==> config.mk <==
export PLATFORM = sky130hd
export DESIGN_NAME = soma_sched
export DESIGN_NICKNAME = d
export VERILOG_FILES = /design/src/rtl/soma_sched.sv
export SDC_FILE = /design/constraint.sdc
export NUM_CORES = 1
export LEC_CHECK = 0
export CORE_ASPECT_RATIO = 1.25
export CORE_MARGIN = 5
export CORE_UTILIZATION = 30
export DETAILED_ROUTE_END_ITERATION = 12
export PLACE_DENSITY = 0.49
export SLEW_MARGIN = 40
export SYNTH_ARGS = -nofsm -noshare
export SYNTH_HDL_FRONTEND = slang
export SYNTH_SLANG_ARGS = --single-unit
==> constraint.sdc <==
create_clock -name clk_soma -period 1.8 [get_ports clk_soma]
set_input_delay 0.36 -clock clk_soma [delete_from_list [all_inputs] [get_ports clk_soma]]
set_output_delay 0.36 -clock clk_soma [all_outputs]
set_load 0.05 [all_outputs]
==> src/rtl/soma_sched.sv <==
// Per-timestep sweep controller for the soma neuron-state memory: walks neuron
// addresses, arbitrates soma access, and queues fired addresses for the packetizer.
module soma_sched #(
  parameter int NNW       = 12,
  parameter int SPK_DEPTH = 4
) (
  input  logic           clk_soma,
  input  logic           rst_n,
  input  logic           enable,
  input  logic           tick_start,
  input  logic           clear_mode,
  input  logic [NNW-1:0] neuron_last,
  input  logic           axon_busy,
  input  logic           cfg_req,
  output logic           cfg_gnt,
  input  logic           soma_spk_out_fire,
  output logic           config_soma_vld,
  output logic [NNW-1:0] config_soma_vm_addr,
  output logic           config_soma_clear,
  output logic           spk_vld,
  output logic [NNW-1:0] spk_addr,
  input  logic           spk_rdy,
  output logic           busy,
  output logic           tick_done,
  output logic           tick_overrun
);
  localparam int PW = $clog2(SPK_DEPTH);
  localparam int CW = $clog2(SPK_DEPTH + 1);

  typedef enum logic [1:0] {IDLE = 2'd0, SWEEP = 2'd1, DRAIN = 2'd2} state_t;

  // Spike output handshake: a head entry transfers in any cycle where
  // spk_vld and spk_rdy are both high; spk_addr is stable while spk_vld waits.
  state_t         state;
  logic [NNW-1:0] cnt;
  logic [NNW-1:0] last_q;
  logic           clear_q;
  logic           pending;
  logic           vld_d;
  logic           clear_d;
  logic [NNW-1:0] addr_d;
  logic [NNW-1:0] mem [SPK_DEPTH];
  logic [PW-1:0]  wr_ptr;
  logic [PW-1:0]  rd_ptr;
  logic [CW-1:0]  count;
  logic [CW:0]    occ;
  logic           room;
  logic           start_go;
  logic           start_clear;
  logic [NNW-1:0] start_last;
  logic           push;
  logic           pop;

  // Both the strobe on the wire and its delayed copy may still push, so both
  // are reserved before another address is issued.
  assign occ = {1'b0, count} + {{CW{1'b0}}, config_soma_vld} + {{CW{1'b0}}, vld_d};
  assign room = !axon_busy && (occ <= (CW+1)'(SPK_DEPTH - 1));
  assign start_go = (tick_start || pending) && !cfg_req;
  assign start_clear = pending ? clear_q : clear_mode;
  assign start_last = pending ? last_q : neuron_last;
  assign push = vld_d && !clear_d && soma_spk_out_fire;
  assign pop = spk_vld && spk_rdy;
  assign busy = (state != IDLE);
  assign cfg_gnt = (state == IDLE) && cfg_req;
  assign spk_vld = (count != '0);
  assign spk_addr = mem[rd_ptr];

  always_ff @(posedge clk_soma or negedge rst_n) begin
    if (!rst_n) begin
      state <= IDLE;
      cnt <= '0;
      last_q <= '0;
      clear_q <= 1'b0;
      pending <= 1'b0;
      config_soma_vld <= 1'b0;
      config_soma_vm_addr <= '0;
      config_soma_clear <= 1'b0;
      vld_d <= 1'b0;
      addr_d <= '0;
      clear_d <= 1'b0;
      tick_done <= 1'b0;
      tick_overrun <= 1'b0;
    end else begin
      config_soma_vld <= 1'b0;
      tick_done <= 1'b0;
      tick_overrun <= 1'b0;
      vld_d <= config_soma_vld;
      addr_d <= config_soma_vm_addr;
      clear_d <= config_soma_clear;
      if (!enable) begin
        state <= IDLE;
        pending <= 1'b0;
        cnt <= '0;
        vld_d <= 1'b0;
      end else begin
        tick_overrun <= tick_start && ((state != IDLE) || pending);
        case (state)
          IDLE: begin
            if (start_go) begin
              // The first address issues straight from IDLE to save a cycle.
              pending <= 1'b0;
              clear_q <= start_clear;
              last_q <= start_last;
              state <= SWEEP;
              cnt <= '0;
              if (room) begin
                config_soma_vld <= 1'b1;
                config_soma_vm_addr <= '0;
                config_soma_clear <= start_clear;
                cnt <= {{(NNW-1){1'b0}}, 1'b1};
                if (start_last == '0) state <= DRAIN;
              end
            end else if (tick_start && !pending) begin
              pending <= 1'b1;
              clear_q <= clear_mode;
              last_q <= neuron_last;
            end
          end
          SWEEP: begin
            if (room) begin
              config_soma_vld <= 1'b1;
              config_soma_vm_addr <= cnt;
              config_soma_clear <= clear_q;
              cnt <= cnt + 1'b1;
              if (cnt == last_q) state <= DRAIN;
            end
          end
          DRAIN: begin
            // Leave once the final strobe has moved on to the capture stage.
            if (!config_soma_vld) begin
              state <= IDLE;
              tick_done <= 1'b1;
            end
          end
          default: state <= IDLE;
        endcase
      end
    end
  end

  always_ff @(posedge clk_soma or negedge rst_n) begin
    if (!rst_n) begin
      wr_ptr <= '0;
      rd_ptr <= '0;
      count <= '0;
      for (int i = 0; i < SPK_DEPTH; i++) mem[i] <= '0;
    end else if (!enable) begin
      wr_ptr <= '0;
      rd_ptr <= '0;
      count <= '0;
    end else begin
      if (push) begin
        mem[wr_ptr] <= addr_d;
        wr_ptr <= wr_ptr + 1'b1;
      end
      if (pop) rd_ptr <= rd_ptr + 1'b1;
      if (push && !pop) count <= count + 1'b1;
      else if (pop && !push) count <= count - 1'b1;
    end
  end
endmodule

== Word level (Yosys, flattened, before mapping) ==
Index checks and enable logic that the tools add are counted.

* Memory bits (writable): 0
* ROM bits: 0
* Bits in registers: 113
* Memories: 0
* Bits in latches: 0
* Word-level logic and storage cells: 133

* Divide/modulo/power cells: 0
* $lt $le $gt $ge: 4
* Shift operators: 0
* Add/subtract/negate cells: 7
* Equality and inequality tests: 16
* Bitwise gates (word level): 2
* Multipliers: 0
* Reductions and logical operators: 31
* Mux-type cells: 53

{| class="wikitable"
|+ Operators by type and width
! operator !! number
|-
| 12-bit two-way mux || 12
|-
| 48-bit bitwise mux || 1
|-
| 12-bit one-hot mux with 2 select lines || 2
|-
| 12-bit binary-select mux with 2-bit select || 1
|-
| 12-bit demux with 2-bit select || 1
|-
| 2-bit two-way mux || 11
|-
| 1-bit two-way mux || 19
|-
| 12-bit by 1-bit adder with 12-bit output (second input constant) || 1
|-
| 12-bit equality test || 1
|-
| 12-bit logical NOT || 1
|-
| 3-bit != test (second input constant) || 4
|-
| 1-bit logical AND || 11
|-
| 3-bit two-way mux || 3
|-
| 3-bit by 1-bit != test with 1-bit output (second input constant) || 3
|-
| 3-bit >= comparator (second input constant) || 2
|-
| 1-bit logical NOT || 6
|-
| 2-bit by 1-bit != test with 1-bit output (second input constant) || 3
|-
| 2-bit != test (second input constant) || 3
|-
| 2-bit inverter with 3-bit output || 2
|-
| 2-bit one-hot mux with 3 select lines || 1
|-
| 3-bit AND reduction || 2
|-
| 2-bit nonzero test || 3
|-
| 5-bit AND reduction || 1
|-
| 2-bit by 1-bit adder with 2-bit output (second input constant) || 2
|-
| other kinds (14) || 17
|}

== Logic depth before layout (Yosys ltp) ==
Gate-level depths: netlist (run 1).

* Depth after elaboration: 8
* Depth in mapped cells: 7
* Depth with buffers taken out: 7

== Worst setup path after synthesis (run 1) ==
No wires, ideal clock.

* Path type: register -> register
* From: register vld_d
* To: register cnt[9]
* Arrival time: 1896 ps
* Buffers on the path: 1
* Setup time: 79 ps
* Stages on the path, launching flop included: 8
* Setup slack: -176 ps
* Path through: dfrtp_1 > ha_1 > a21o_1 > a2111oi_4 > o21ai_2 > buf_2 > a21oi_2 > mux2i_1

* Word-level cells in the longest chain between the ends: 5

{| class="wikitable"
|+ RTL lines
! what !! line !! text
|-
| start: declaration || 39 || <nowiki>logic vld_d;</nowiki>
|-
| start signal: assignment || 87 || <nowiki>vld_d <= config_soma_vld;</nowiki>
|-
| 4-bit by 1-bit adder with 4-bit output || 56 || <nowiki>assign occ = {1'b0, count} + {{CW{1'b0}}, config_soma_vld} + {{CW{1'b0}}, vld_d};</nowiki>
|-
| 4-bit by 2-bit <= comparator with 1-bit output || 57 || <nowiki>assign room = !axon_busy && (occ <= (CW+1)'(SPK_DEPTH - 1));</nowiki>
|-
| 1-bit logical AND || 57 ||
|-
| 3-bit != test (no line) || -- ||
|-
| 3-bit AND reduction (no line) || -- ||
|-
| end signal: assignment || 110 || <nowiki>cnt <= {{(NNW-1){1'b0}}, 1'b1};</nowiki>
|-
| end signal: assignment || 124 || <nowiki>cnt <= cnt + 1'b1;</nowiki>
|-
| end: declaration || 35 || <nowiki>logic [NNW-1:0] cnt;</nowiki>
|}

Every way passes these cells.
A chain may end at the register's enable or synchronous reset.

== Worst setup path after layout (run 1) ==
* From: register rd_ptr[0]
* To: output port spk_addr[1]

* Word-level cells in the longest chain between the ends: 4

{| class="wikitable"
|+ RTL lines
! what !! line !! text
|-
| start: declaration || 44 || <nowiki>logic [PW-1:0] rd_ptr;</nowiki>
|-
| start signal: assignment || 156 || <nowiki>if (pop) rd_ptr <= rd_ptr + 1'b1;</nowiki>
|-
| 2-bit inverter with 3-bit output (implied by the code) || 66 || <nowiki>assign spk_addr = mem[rd_ptr];</nowiki>
|-
| 12-bit binary-select mux with 2-bit select || 66 ||
|-
| 12-bit two-way mux (implied by the code) (2 in series) || 66 ||
|-
| end: declaration || 21 || <nowiki>output logic [NNW-1:0] spk_addr,</nowiki>
|}

Every way passes these cells. The select of a mux whose other input is x is not followed.

==> results.md, run 1 <==
- Status: finished, violations left
- Failing checks: setup timing
- Worst R2R Start: vld_d
- Max-cap violations: 0
- Setup Crit Path Kind: register to output port
- PwrDens: 1290 nW/um^2
- Mapped cell area: between 5000 and 6000 sq um
- GR Util All Layers: 13.0%
- Commonest non-fill, non-tap cell in the layout: dfrtp_1
- Leakage: 3.36 nW
- Deepest clock path buffer count: 2
- Reg area: 2830 sq um
- Startpoint Class: register
- # clock sinks: 113
- # rows: 53
- Initial Utilization: 30.5%
- Crit share post-route: 114%
- Final design utilization: between 40% and 50%
- Slew Viols, Final: 0
- Worst Max-Slew Pin Slew: around 490 ps
- Dpl ws: -360 ps
- Worst clock skew: 8.20 ps
- Synth area leaders: dfrtp_1 55%, mux2_2 13%, mux4_2 5.3%, xnor2_1 2.9%, a22o_1 1.9%
- Final WL: 12.1 mm
- Worst Setup SP: rd_ptr[0]
- Syn_nets: 417
- Critical path endpoint category: output port
- Core ar.: about 17000 sq um
- Ys async rst share: 100%
- EDFF count, synth: 0
- GP Congestion: between 0.7 and 0.8
- Reg2reg path depth: 9
- Fillers: 1551
- Min-delay worst type: register to register
- Cell variety after synth: 58
- DR vias/cell: 4.80
- Share of the synthesized area in the top cell type: a little under three fifths
- RSZ-0062 raised after global routing: true
- CTS Buf Count: 17
- Yosys warning count: 0
- VDD IR max: roughly 860 uV
- Setup violators final: 40
- Max Fclk: 485 MHz
- Antenna cell count: 0
- Hold Path End: addr_d[9]
- Final ANT Viol Nets: 0
- Die area: 19800 sq um
- Antenna violations before repair: 0
- Number of global-route vias before repair: 3879
- Die Y-Extent: roughly 160 um
- Drt pass-1 iters: 4
- Routed len/inst: 16.5 um
- H-tree Lvls: 4
- CTS tree: yes
- Worst EP arrival: 1700 ps
- Ratio of cells with drive above 1 in the final layout: 44.0%
- Num ports: 52
- Syn-to-layout area delta: 41.6%
- Register area share after synthesis: 55.3%
- DRC violations left: 0
- Gate Count Post-Synth: 389
- R2r endpoint: state[0]
- CP required: 1440 ps
- CTS Root Cell: clkbuf_16
- Grt ovf: 0
- Setup WS post-layout: -261 ps
- Final hold viol count: 0
- Area of the multi-input gates: 2290 sq um
- Hold path startpoint: config_soma_vm_addr[9]
- Clk slew on worst S/H paths: 60 ps
- Via count: 3522
- Post-synth top flop: dfrtp_1
- Hold Slack: 428 ps
- First-pass GRT wire length: 20.2 mm
- Layout Nets: 529
- Max_slew headroom: between 60% and 70%
- Most frequent cells in the layout: 111 x dfrtp_1, 60 x mux2_2, 56 x buf_4
- Tmin final: 2060 ps
- Reg2reg setup slack: -240 ps
- Yosys reg bits: 113
- Buffers added on ports: between 50 and 60
- CP Max Fanout: 12
- Syn_area_per_cell: 13.1 sq um
- Clock latency on the worst-skew pair: between 400 and 500 ps
- Area leader, netlist: dfrtp_1
- Die width: 127 um
- Detailed Place HPWL: 8.20 mm
- DRT iter0 DRCs: 179
- Worst hold stages: 0
- Largest net degree at the start of global routing: 42
-- sequential cells by signal, summed over array words and instances, names as in the netlist, 2 cells and up --
| name | cells |
|---|---|
| last_q | 12 |
| count | 3 |
| rd_ptr | 2 |
| wr_ptr | 2 |
| config_soma_vm_addr | 12 |
| mem | 48 |
| state | 2 |
| cnt | 12 |
| addr_d | 12 |
-- metal layers --
metal	wire [um]	share of wire, %	GRT usage (%)
met1	5190	43	15.8
met2	6360	53	22.4
met3	339	2.8	3.22
met4	197	1.6	4.85
met5	0	0	0
-- through the flow --
step                      instances  area (sq um)  power, mW  setup TNS (ps)
after global routing            734          7230       9.79          -10930
after floorplan                 389          5140       4.59            -290
after global placement          690          6270       5.47          -10850
after detailed placement        690          6270       5.51          -11370
final                           734          7230       9.31           -7100
after CTS                       733          7140       9.32           -8280
-- cell families (layout without fill, tap and decap cells) --
group                      Yosys count  count (layout)  share of synthesized area, %
muxes                               79              79                          19.9
AOI/OAI and AO/OA                   52              52                          8.42
DFF                                113             113                          55.3
buffers and inverters               29             154                          2.25
xor gates and xnor gates            18              18                          3.09
and+or+nand+nor                     91              91                          9.11
adders and majority gates            7               7                          1.86
-- critical path, stage by stage (launching register included) --
cell	delay, ps
dfrtp_1	380
buf_12	180
mux4_2	550
buf_6	180
-- area by class of cell --
| cell class | instances | share of cell area, % |
|---|---|---|
| multi-input cells | 247 | 31.7 |
| flip-flops and latches | 113 | 39.1 |
| inverters | 10 | 0.588 |
| repair buffers | 112 | 16.5 |
| clock buffers | 17 | 5.88 |
| clock inverters | 15 | 2.39 |
| well taps | 220 | 3.80 |
-- Yosys cell counts (6+ instances only) --
| cell | n |
|---|---|
| a21oi_1 | 6 |
| a22o_1 | 11 |
| and2_1 | 8 |
| buf_1 | 6 |
| clkbuf_1 | 8 |
| dfrtp_1 | 113 |
| ha_1 | 6 |
| inv_1 | 8 |
| mux2_2 | 61 |
| mux4_2 | 12 |
| nand2_1 | 24 |
| nand3_1 | 13 |
| nor2_1 | 16 |
| xnor2_1 | 17 |
-- power by group --
| part | internal, mW | switching (mW) |
|---|---|---|
| Clock | 2.07 | 1.29 |
| Sequential | 2.84 | 0.301 |
| Combinational | 1.45 | 1.36 |
-- worst max-delay path by stage --
stage	endpoint	depth (start not counted)	slack, ps
after floorplan	cnt[9]	7	-60
final	spk_addr[1]	3	-260
after global placement	state[0]	7	-330
after detailed placement	count[2]	8	-360
after global routing	cnt[8]	7	-370
after CTS	spk_addr[1]	3	-310
-- repair_timing --
action | in CTS | in global routing
endpoints found under the setup margin | 33 | 43
gates resized for setup | 30 | 24
gates cloned | 3 | 0
hold buffers | 1 | 0
pin swaps | 18 | 9
hold endpoints to repair | 32 | 0
setup buffers | 7 | 1
Note: power is estimated with default switching activity, not from simulation.
==> run 2: changes to the inputs <==
--- a/config.mk
+++ b/config.mk
@@ -7,9 +7,9 @@
 export LEC_CHECK = 0
 export CORE_ASPECT_RATIO = 1.25
 export CORE_MARGIN = 5
-export CORE_UTILIZATION = 30
+export CORE_UTILIZATION = 51
 export DETAILED_ROUTE_END_ITERATION = 12
-export PLACE_DENSITY = 0.49
+export PLACE_DENSITY = 0.76
 export SLEW_MARGIN = 40
 export SYNTH_ARGS = -nofsm -noshare
 export SYNTH_HDL_FRONTEND = slang
==> run 2 against run 1 <==
Sequential cell count did not move. The flow still finishes with violations (setup timing). Maximum frequency fell by 0.75%. Wire length fell by 2.5%. First-iteration DRC count fell by 27%. Clock power fell by 6.8%. Cell count fell by 13%. Final area fell by 3.8%. Core utilization rose by 29 points.
==> results.md, run 2 (synthesis results as in run 1) <==
- Status: finished, violations left
- Failing checks: setup timing
- Tmin final: 2080 ps
- Final WL: 11.8 mm
- Design Power: 9.09 mW
- DRC violations left: 0
- Dpl ws: -313 ps
- Clock latency on the worst-skew pair: ~400 ps
- GR Util All Layers: 20.7%
- Final setup TNS: -8780 ps
- Grt ovf: 0
- Num ports: 52
- Number of global-route vias before repair: 4013
- Buffers added on ports: between 50 and 60
- Via count: 3612
- Commonest non-fill, non-tap cell in the layout: dfrtp_1
- Die area: around 12000 sq um
- Max Fclk: 482 MHz
- Most frequent cells in the layout: 111 x dfrtp_1, 61 x mux2_2, 57 x buf_4
- Setup WS post-layout: -276 ps
- Worst hold stages: 0
- H-tree Lvls: 4
- CTS Buf Count: 17
- Largest net degree at the start of global routing: 54
- Layout Nets: 524
- Core ar.: 9710 sq um
- Design Area, Final: 6960 sq um
- Worst Max-Slew Pin Slew: around 760 ps
- Worst R2R Start: count[0]
- R2r endpoint: state[1]
- Largest register by flop count: mem
- Routed len/inst: ~19 um
- Die Y-Extent: 122 um
- Min-delay worst type: register to register
- Hold path startpoint: config_soma_vm_addr[5]
- Critical path endpoint category: register
- Antenna cell count: 0
- CP Max Fanout: 3
- Initial Utilization: 52.6%
- GP Congestion: 0.814
- Syn-to-layout area delta: 36.2%
- Reg2reg setup slack: -280 ps
- Max_slew headroom: between 40% and 50%
- Reg2reg path depth: 8
- DP Area: 6050 sq um
- Startpoint Class: register
- PwrDens: 1310 nW/um^2
- Crit path max-delay cell type: dfrtp_1
- Leakage: 3.27 nW
- Ratio of cells with drive above 1 in the final layout: between 40 and 50%
- DR vias/cell: 5.69
- Slew Viols, Final: 0
- Die width: 99.5 um
- Crit share post-route: 115%
- # rows: 40
- Deepest clock path buffer count: 2
- # clock sinks: 113
- CTS tree: yes
- Final ANT Viol Nets: 0
- CTS Root Cell: clkbuf_16
- First-pass GRT wire length: 19.6 mm
- Setup violators final: 41
- Max FFs per register: 48
- VDD IR max: 974 uV
- DRT iter0 DRCs: 130
- Clk slew on worst S/H paths: roughly 60 ps
- Crit path cell chain: ha_1, a21o_1, buf_6, a211oi_4, o32a_1, o21ai_2, buf_4, o32ai_4
- Antenna violations before repair: 0
- Setup Crit Path Kind: register to register
- Largest stage delay, worst path: 380 ps
- Final hold viol count: 0
- Drt pass-1 iters: 4
- Max-cap violations: 0
- CP required: 2110 ps
- Detailed Place HPWL: 7.74 mm
- Worst clock skew: 7.33 ps
- Worst EP arrival: 2390 ps
- Hold Path End: addr_d[5]
- Hold Slack: just over 400 ps
- RSZ-0062 raised after global routing: true
-- run 2: layout make-up --
cell class,instances,area [sq um]
Tap cell,126,158
Fill cell,634,2750
Timing Repair Buffer,106,1050
Clock inverter,15,138
Multi-Input combinational cell,248,2320
Inverter,10,37.5
Sequential cell,113,2830
Clock buffer,17,425
-- run 2: worst max-delay path, delay by kind of cell, from the launching register on --
family / cells / cell delay [ps]
compound gates: 5 / 1020
fa+ha+maj: 1 / 300
buf+inv: 2 / 290
flops: 1 / 380
-- run 2: how the worst max path moves through the flow --
stage / from / to / slack [ps] / depth (start not counted)
finish: count[0] / state[1] / -280 / 8
global route: count[0] / state[1] / -380 / 8
CTS: rd_ptr[0] / spk_addr[9] / -300 / 3
detailed placement: spk_rdy / count[2] / -310 / 8
global placement: spk_rdy / count[2] / -280 / 8
floorplan: vld_d / cnt[9] / -60 / 7
-- run 2: repair_timing --
action                                  CTS  global route
pin swaps                                19            16
endpoints found under the setup margin   42            42
gates resized for setup                  39            12
endpoints found under the hold margin    28             0
hold buffers                              1             0
cloned                                    1             1
buffers inserted                         11             3
-- run 2: through the flow --
stage,utilization (%),instances
floorplan,-,389
global placement,62.3,589
detailed placement,62.3,589
CTS,71.0,634
global route,71.7,635
finish,71.7,635
-- run 2: power by group --
part	switching [mW]	total, mW	internal, mW
combinational	1.42	2.83	1.41
clock	1.22	3.13	1.91
sequential	0.293	3.13	2.84
-- run 2: layer usage --
layer	global-route usage [%]	part of all wire, %	wire length [um]	vias to the layer above
li1	-	-	-	1645
met2	36.5	55	6450	89
met1	23.9	40	4690	1859
met4	9.05	1.9	220	0
met3	4.98	3.5	417	19
met5	0	0	0	-
==> run 3: changes to the inputs <==
--- a/config.mk
+++ b/config.mk
@@ -6,7 +6,7 @@
 export NUM_CORES = 1
 export LEC_CHECK = 0
 export CORE_ASPECT_RATIO = 1.25
-export CORE_MARGIN = 5
+export CORE_MARGIN = 3
 export CORE_UTILIZATION = 51
 export DETAILED_ROUTE_END_ITERATION = 12
 export PLACE_DENSITY = 0.76
==> run 3 against run 2 <==
The flow still finishes with violations (setup timing). Die area down 7.2%. First-iteration DRC count up 62%. Setup slack worse by 86 ps. Combinational power up 11%. Clock skew up 2.8 ps. Non-clock buffer count up 4. Critical endpoint is now cnt[10]. Largest cell class unchanged.
==> results.md, run 3 (synthesis results as in run 1) <==
- Status: finished, violations left
- Failing checks: setup timing
- Worst clock skew: slightly above 10 ps
- CP Max Fanout: 7
- Critical path endpoint category: register
- DRC violations left: 0
- Max-cap violations: 0
- Clk slew on worst S/H paths: 60 ps
- PwrDens: 1340 nW/um^2
- Largest net degree at the start of global routing: 114
- Area of the multi-input gates: 2360 sq um
- CTS Buf Count: 17
- Via count: 3681
- # rows: 40
- Final setup TNS: -10520 ps
- Worst Max-Slew Pin Slew: 593 ps
- Buffers added on ports: between 50 and 60
- VDD IR max: roughly 1100 uV
- DP Area: just over 6000 sq um
- Final WL: 12.6 mm
- Core ar.: 9710 sq um
- Layout Nets: 528
- Design Area, Final: 7140 sq um
- Die Y-Extent: between 100 and 150 um
- Syn-to-layout area delta: 39.7%
- Max FFs per register: 48
- Setup violators final: 43
- Clock latency on the worst-skew pair: between 400 and 500 ps
- GP Congestion: 0.801
- Final hold viol count: 0
- Routed len/inst: between 15 and 20 um
- Min-delay worst type: input port to async pin
- Tmin final: 2160 ps
- Slew Viols, Final: 0
- GR Util All Layers: 23.3%
- CP required: 2150 ps
- Reg area: ~2800 sq um
- CTS tree: yes
- DR vias/cell: just under 6
- Crit share post-route: 120%
- Leakage: approximately 3.3 nW
- Num ports: 52
- CTS Hold Bufs: 0
- First-pass GRT wire length: 20.0 mm
- # clock sinks: 113
- Ratio of cells with drive above 1 in the final layout: 44.9%
- Final design utilization: 73.5%
- Setup WS post-layout: -362 ps
- Hold Slack: 13.9 ps
- Largest register by flop count: mem
- Dpl ws: -317 ps
- CTS Root Cell: clkbuf_16
- Max_slew headroom: approximately 60%
- Reg2reg setup slack: -360 ps
- Antenna violations before repair: 0
- Commonest non-fill, non-tap cell in the layout: dfrtp_1
- Worst EP arrival: 2510 ps
- Initial Utilization: 52.6%
- H-tree Lvls: 4
- Die area: 11300 sq um
- Die width: 95.5 um
- Startpoint Class: register
- Most frequent cells in the layout: 111 x dfrtp_1, 60 x mux2_2, 55 x buf_4
- Fillers: ~590
- Detailed Place HPWL: 7.11 mm
- Setup Crit Path Kind: register to register
- DRT iter0 DRCs: 211
- Max Fclk: about 460 MHz
- Grt ovf: 0
- RSZ-0062 raised after global routing: true
- Antenna cell count: 0
- Deepest clock path buffer count: 2
- Number of global-route vias before repair: 3981
- Drt pass-1 iters: 6
- Final ANT Viol Nets: 0
[run 3: worst paths after layout]
| path | from | endpoint | depth (start not counted) |
|---|---|---|---|
| worst max-delay path | vld_d | cnt[10] | 7 |
| worst min-delay path | rst_n | mem[36] | 2 |
| worst max register to register | vld_d | cnt[10] | 7 |
| worst min register to register | config_soma_clear | clear_d | 0 |
| max in group asynchronous | rst_n | count[1] | 2 |
| min in group clk_soma | config_soma_clear | clear_d | 0 |
[run 3: cell type report]
cell class	instances	area share (%)
well taps	126	2.21
inverters	10	0.526
multi-input cells	248	33.1
clock buffers	21	6.59
clock inverters	10	1.54
flip-flops and latches	113	39.6
repair buffers	110	16.4
[run 3: power breakdown]
group,total [mW],switching [mW],internal [mW]
sequential,3.17,0.331,2.84
combinational,3.13,1.52,1.61
clock,3.28,1.15,2.12
[run 3: metrics by stage]
step           cells  power (mW)
6_report         638        9.58
5_1_grt          638        9.96
4_1_cts          633        9.24
3_5_place_dp     587        5.43
3_3_place_gp     587        5.36
2_1_floorplan    389        4.59
[run 3: metal layers]
metal / up-vias / wire [um] / track usage, %
li1: 1661 / - / -
met1: 1861 / 4910 / 27.8
met2: 125 / 6730 / 38.5
met3: 34 / 548 / 6.14
met4: 0 / 386 / 11.4
met5: - / 0 / 0
[run 3: timing repair]
| item | in CTS | in global routing |
|---|---|---|
| resized for setup | 47 | 15 |
| pin swaps | 13 | 15 |
| buffers inserted | 13 | 6 |
| setup endpoints to repair | 41 | 55 |
| cloned | 3 | 1 |
[run 3: critical path, stage by stage, from the launching register on]
cell and delay, ps:
dfrtp_1 410, ha_1 330, a21o_1 230, a2111oi_4 400, o21ai_4 130, buf_12 150, a2111o_1 400, nand2_1 70
==> RTL change, RTL diff (config.mk and constraints of run 1) <==
Set the parameter `SPK_DEPTH` to 2 (it was 4).
--- a/src/rtl/soma_sched.sv
+++ b/src/rtl/soma_sched.sv
@@ -2,7 +2,7 @@
 // addresses, arbitrates soma access, and queues fired addresses for the packetizer.
 module soma_sched #(
   parameter int NNW       = 12,
-  parameter int SPK_DEPTH = 4
+  parameter int SPK_DEPTH = 2
 ) (
   input  logic           clk_soma,
   input  logic           rst_n,
Check against the original RTL: not equivalent (a bounded check fails within 4 cycles, from zero or initial values and one cycle with rst_n low).
==> RTL change against run 1 <==
The flow still finishes with violations (setup timing); design area is 22% lower; combinational power is 35% lower; routed wire length is 24% lower; power is 34% lower; critical path depth is 4 higher; sequential cell count is 27 lower; count of clock-buffer cells in the layout is 8 lower; first-iteration DRC count is 23% lower; die area is 23% lower; hold slack better by 0.0099 ns; synthesized area is 25% lower; via count is 19% lower; utilization is 1.5 points higher; worst setup slack worse by 0.17 ns.
==> RTL change: results (changes against run 1) <==
Timing
  • Slack of the critical path: -0.434 ns (was -0.261 ns)
  • Skew final: 0.00743 ns (was 0.00820 ns)
  • # setup viols final: 22 (was 40)
  • Worst-Margin Slew: 0.439 ns (was 0.487 ns)
  • Fin Hold WS: 0.438 ns (was 0.428 ns)

Power and ir drop
  • Peak supply drop: 563 uV (was 858 uV)
  • Int Pwr: 4.19 mW (was 6.36 mW)
  • LEAKAGE: 2.58 nW (was 3.36 nW)

CTS
  • H-Tree Depth: 3 (was 4)
  • Num CTS Buffers: 9 (was 17)
  • Clock latency on the worst-skew pair: 0.34 ns (was 0.41 ns)

Placement
  • Final GP Congestion: 0.788 (was 0.759)
  • Post-DP Area: 4860 um2 (was 6270 um2)
  • Inst Count DP: 578 (was 690)
  • Post-DP HPWL: 6390 um (was 8200 um)

Min path
  • Hold Path End: addr_d[10] (was addr_d[9])
  • Min-delay src: config_soma_vm_addr[10] (was config_soma_vm_addr[9])
  • Worst Hold Depth: 0 (unchanged)

Global route
  • Global-route wire length before repair: 14700 um (was 20200 um)
  • Largest net degree at the start of global routing: 38 (was 42)

Critical path
  • Maximum fanout along the worst path: 9 (was 12)
  • Critical Path AT: 2.50 ns (was 1.70 ns)
  • R2r endpoint: cnt[7] (was state[0])
  • Worst path slowest cell: or4_4 (was mux4_2)
  • CP peak stage delay: 0.48 ns (was 0.55 ns)
  • Reg2reg start: count[0] (was vld_d)
  • R2R cell count: 7 (was 9)

Yosys
  • Post-synth top cells: 86 x dfrtp_1, 49 x mux2_2, 40 x nand2_1, 24 x o21ai_0, 15 x nor2_1 (was 113 x dfrtp_1, 61 x mux2_2, 24 x nand2_1, 17 x xnor2_1, 16 x nor2_1)
  • Synth unique cells: 48 (was 58)
  • Seq/Total Area, Yosys: 56.1% (was 55.3%)
  • Syn nets: 355 (was 417)
  • Largest cells by area after synthesis: dfrtp_1 56%, mux2_2 14%, nand2_1 3.9% (was dfrtp_1 55%, mux2_2 13%, mux4_2 5.3%)
  • Post-Syn Instances: 332 (was 389)

Final layout
  • Max FFs per register: 24 (was 48)
  • Nets: 456 (was 529)
  • Share of cells above drive strength 1: 44.5% (was 44.0%)

Outcome
  • Violated checks: setup timing (unchanged)
  • Status: finished, violations left (unchanged)

Routing
  • DRT iter0 DRCs: 138 (was 179)
  • Drt wl/cell: 15.2 um (was 16.5 um)
[RTL change: cell count changes in the layout (fill, tap and decap cells not counted), moves of 12 or more]
cell / before / now
dfrtp_1: 111 / 84
o21ai_1: 3 / 16
xor2_1: 1 / 13
mux4_2: 12 / 0
mux2_2: 60 / 37
xnor2_1: 17 / 2
buf_6: 19 / 2
[RTL change: layout make-up]
cell class,count,area (um2)
clock inverter,7,81.3
multi-input combinational,227,1850
sequential,86,2150
timing repair buffer,106,1100
inverter,3,11.3
fill,1186,6980
tap,168,210
clock buffer,9,225
[RTL change: cells by family (layout without fill, tap and decap cells)]
group	Yosys count	in the layout	synth area share, %
simple gates	105	105	13.7
fa+ha+maj	2	2	0.652
compound gates	54	54	9.16
flops	86	86	56.1
xor+xnor	15	15	3.42
buf+inv	19	125	2.09
mux	51	51	14.9
[RTL change: worst max path at each step]
stage | to | startpoint | slack, ns | cells past startpoint
after global routing | cnt[7] | count[0] | -0.53 | 7
after detailed placement | state[1] | neuron_last[6] | -0.59 | 6
after CTS | cnt[10] | count[0] | -0.41 | 7
after floorplan | cnt[7] | count[0] | -0.36 | 7
final | cnt[7] | count[0] | -0.43 | 7
after global placement | state[1] | neuron_last[6] | -0.59 | 6
[RTL change: power by group through the flow]
| stage | logic [mW] | registers (mW) | clock network (mW) |
|---|---|---|---|
| floorplan | 0.863 | 2.53 | 0 |
| global placement | 1.62 | 2.46 | 0 |
| detailed placement | 1.63 | 2.47 | 0 |
| CTS | 1.69 | 2.44 | 1.96 |
| global route | 1.99 | 2.49 | 2.04 |
| finish | 1.84 | 2.45 | 1.89 |
[RTL change: critical path: cells and delay by family (launching register included)]
family,cells,cell delay (ns)
and+or+nand+nor,1,0.48
DFF,1,0.41
AOI/OAI and AO/OA,3,0.74
adders and majority gates,1,0.25
buffers and inverters,1,0.14
muxes,1,0.15
[RTL change: timing repair]
item	4_1_cts	5_1_grt
pin swaps	7	18
hold buffers	1	0
setup buffers	7	3
setup endpoints to repair	26	39
cloned	0	4
resized for setup	12	84
hold endpoints to repair	27	0
[RTL change: stage by stage]
stage                     setup TNS (ns)  setup WS [ns]
after floorplan                    -2.95         -0.363
after global placement             -9.63         -0.589
after detailed placement          -10.15         -0.590
after CTS                          -3.44         -0.407
after global routing               -6.48         -0.529
final                              -3.98         -0.434
[RTL change: layer usage]
layer  track usage [%]  vias up  wire, um
met3              2.85        9       290
met2              20.9       52      4890
met5                 0        -         0
met4              4.67        0       125
met1              14.6     1399      3920
li1                  -     1393         -
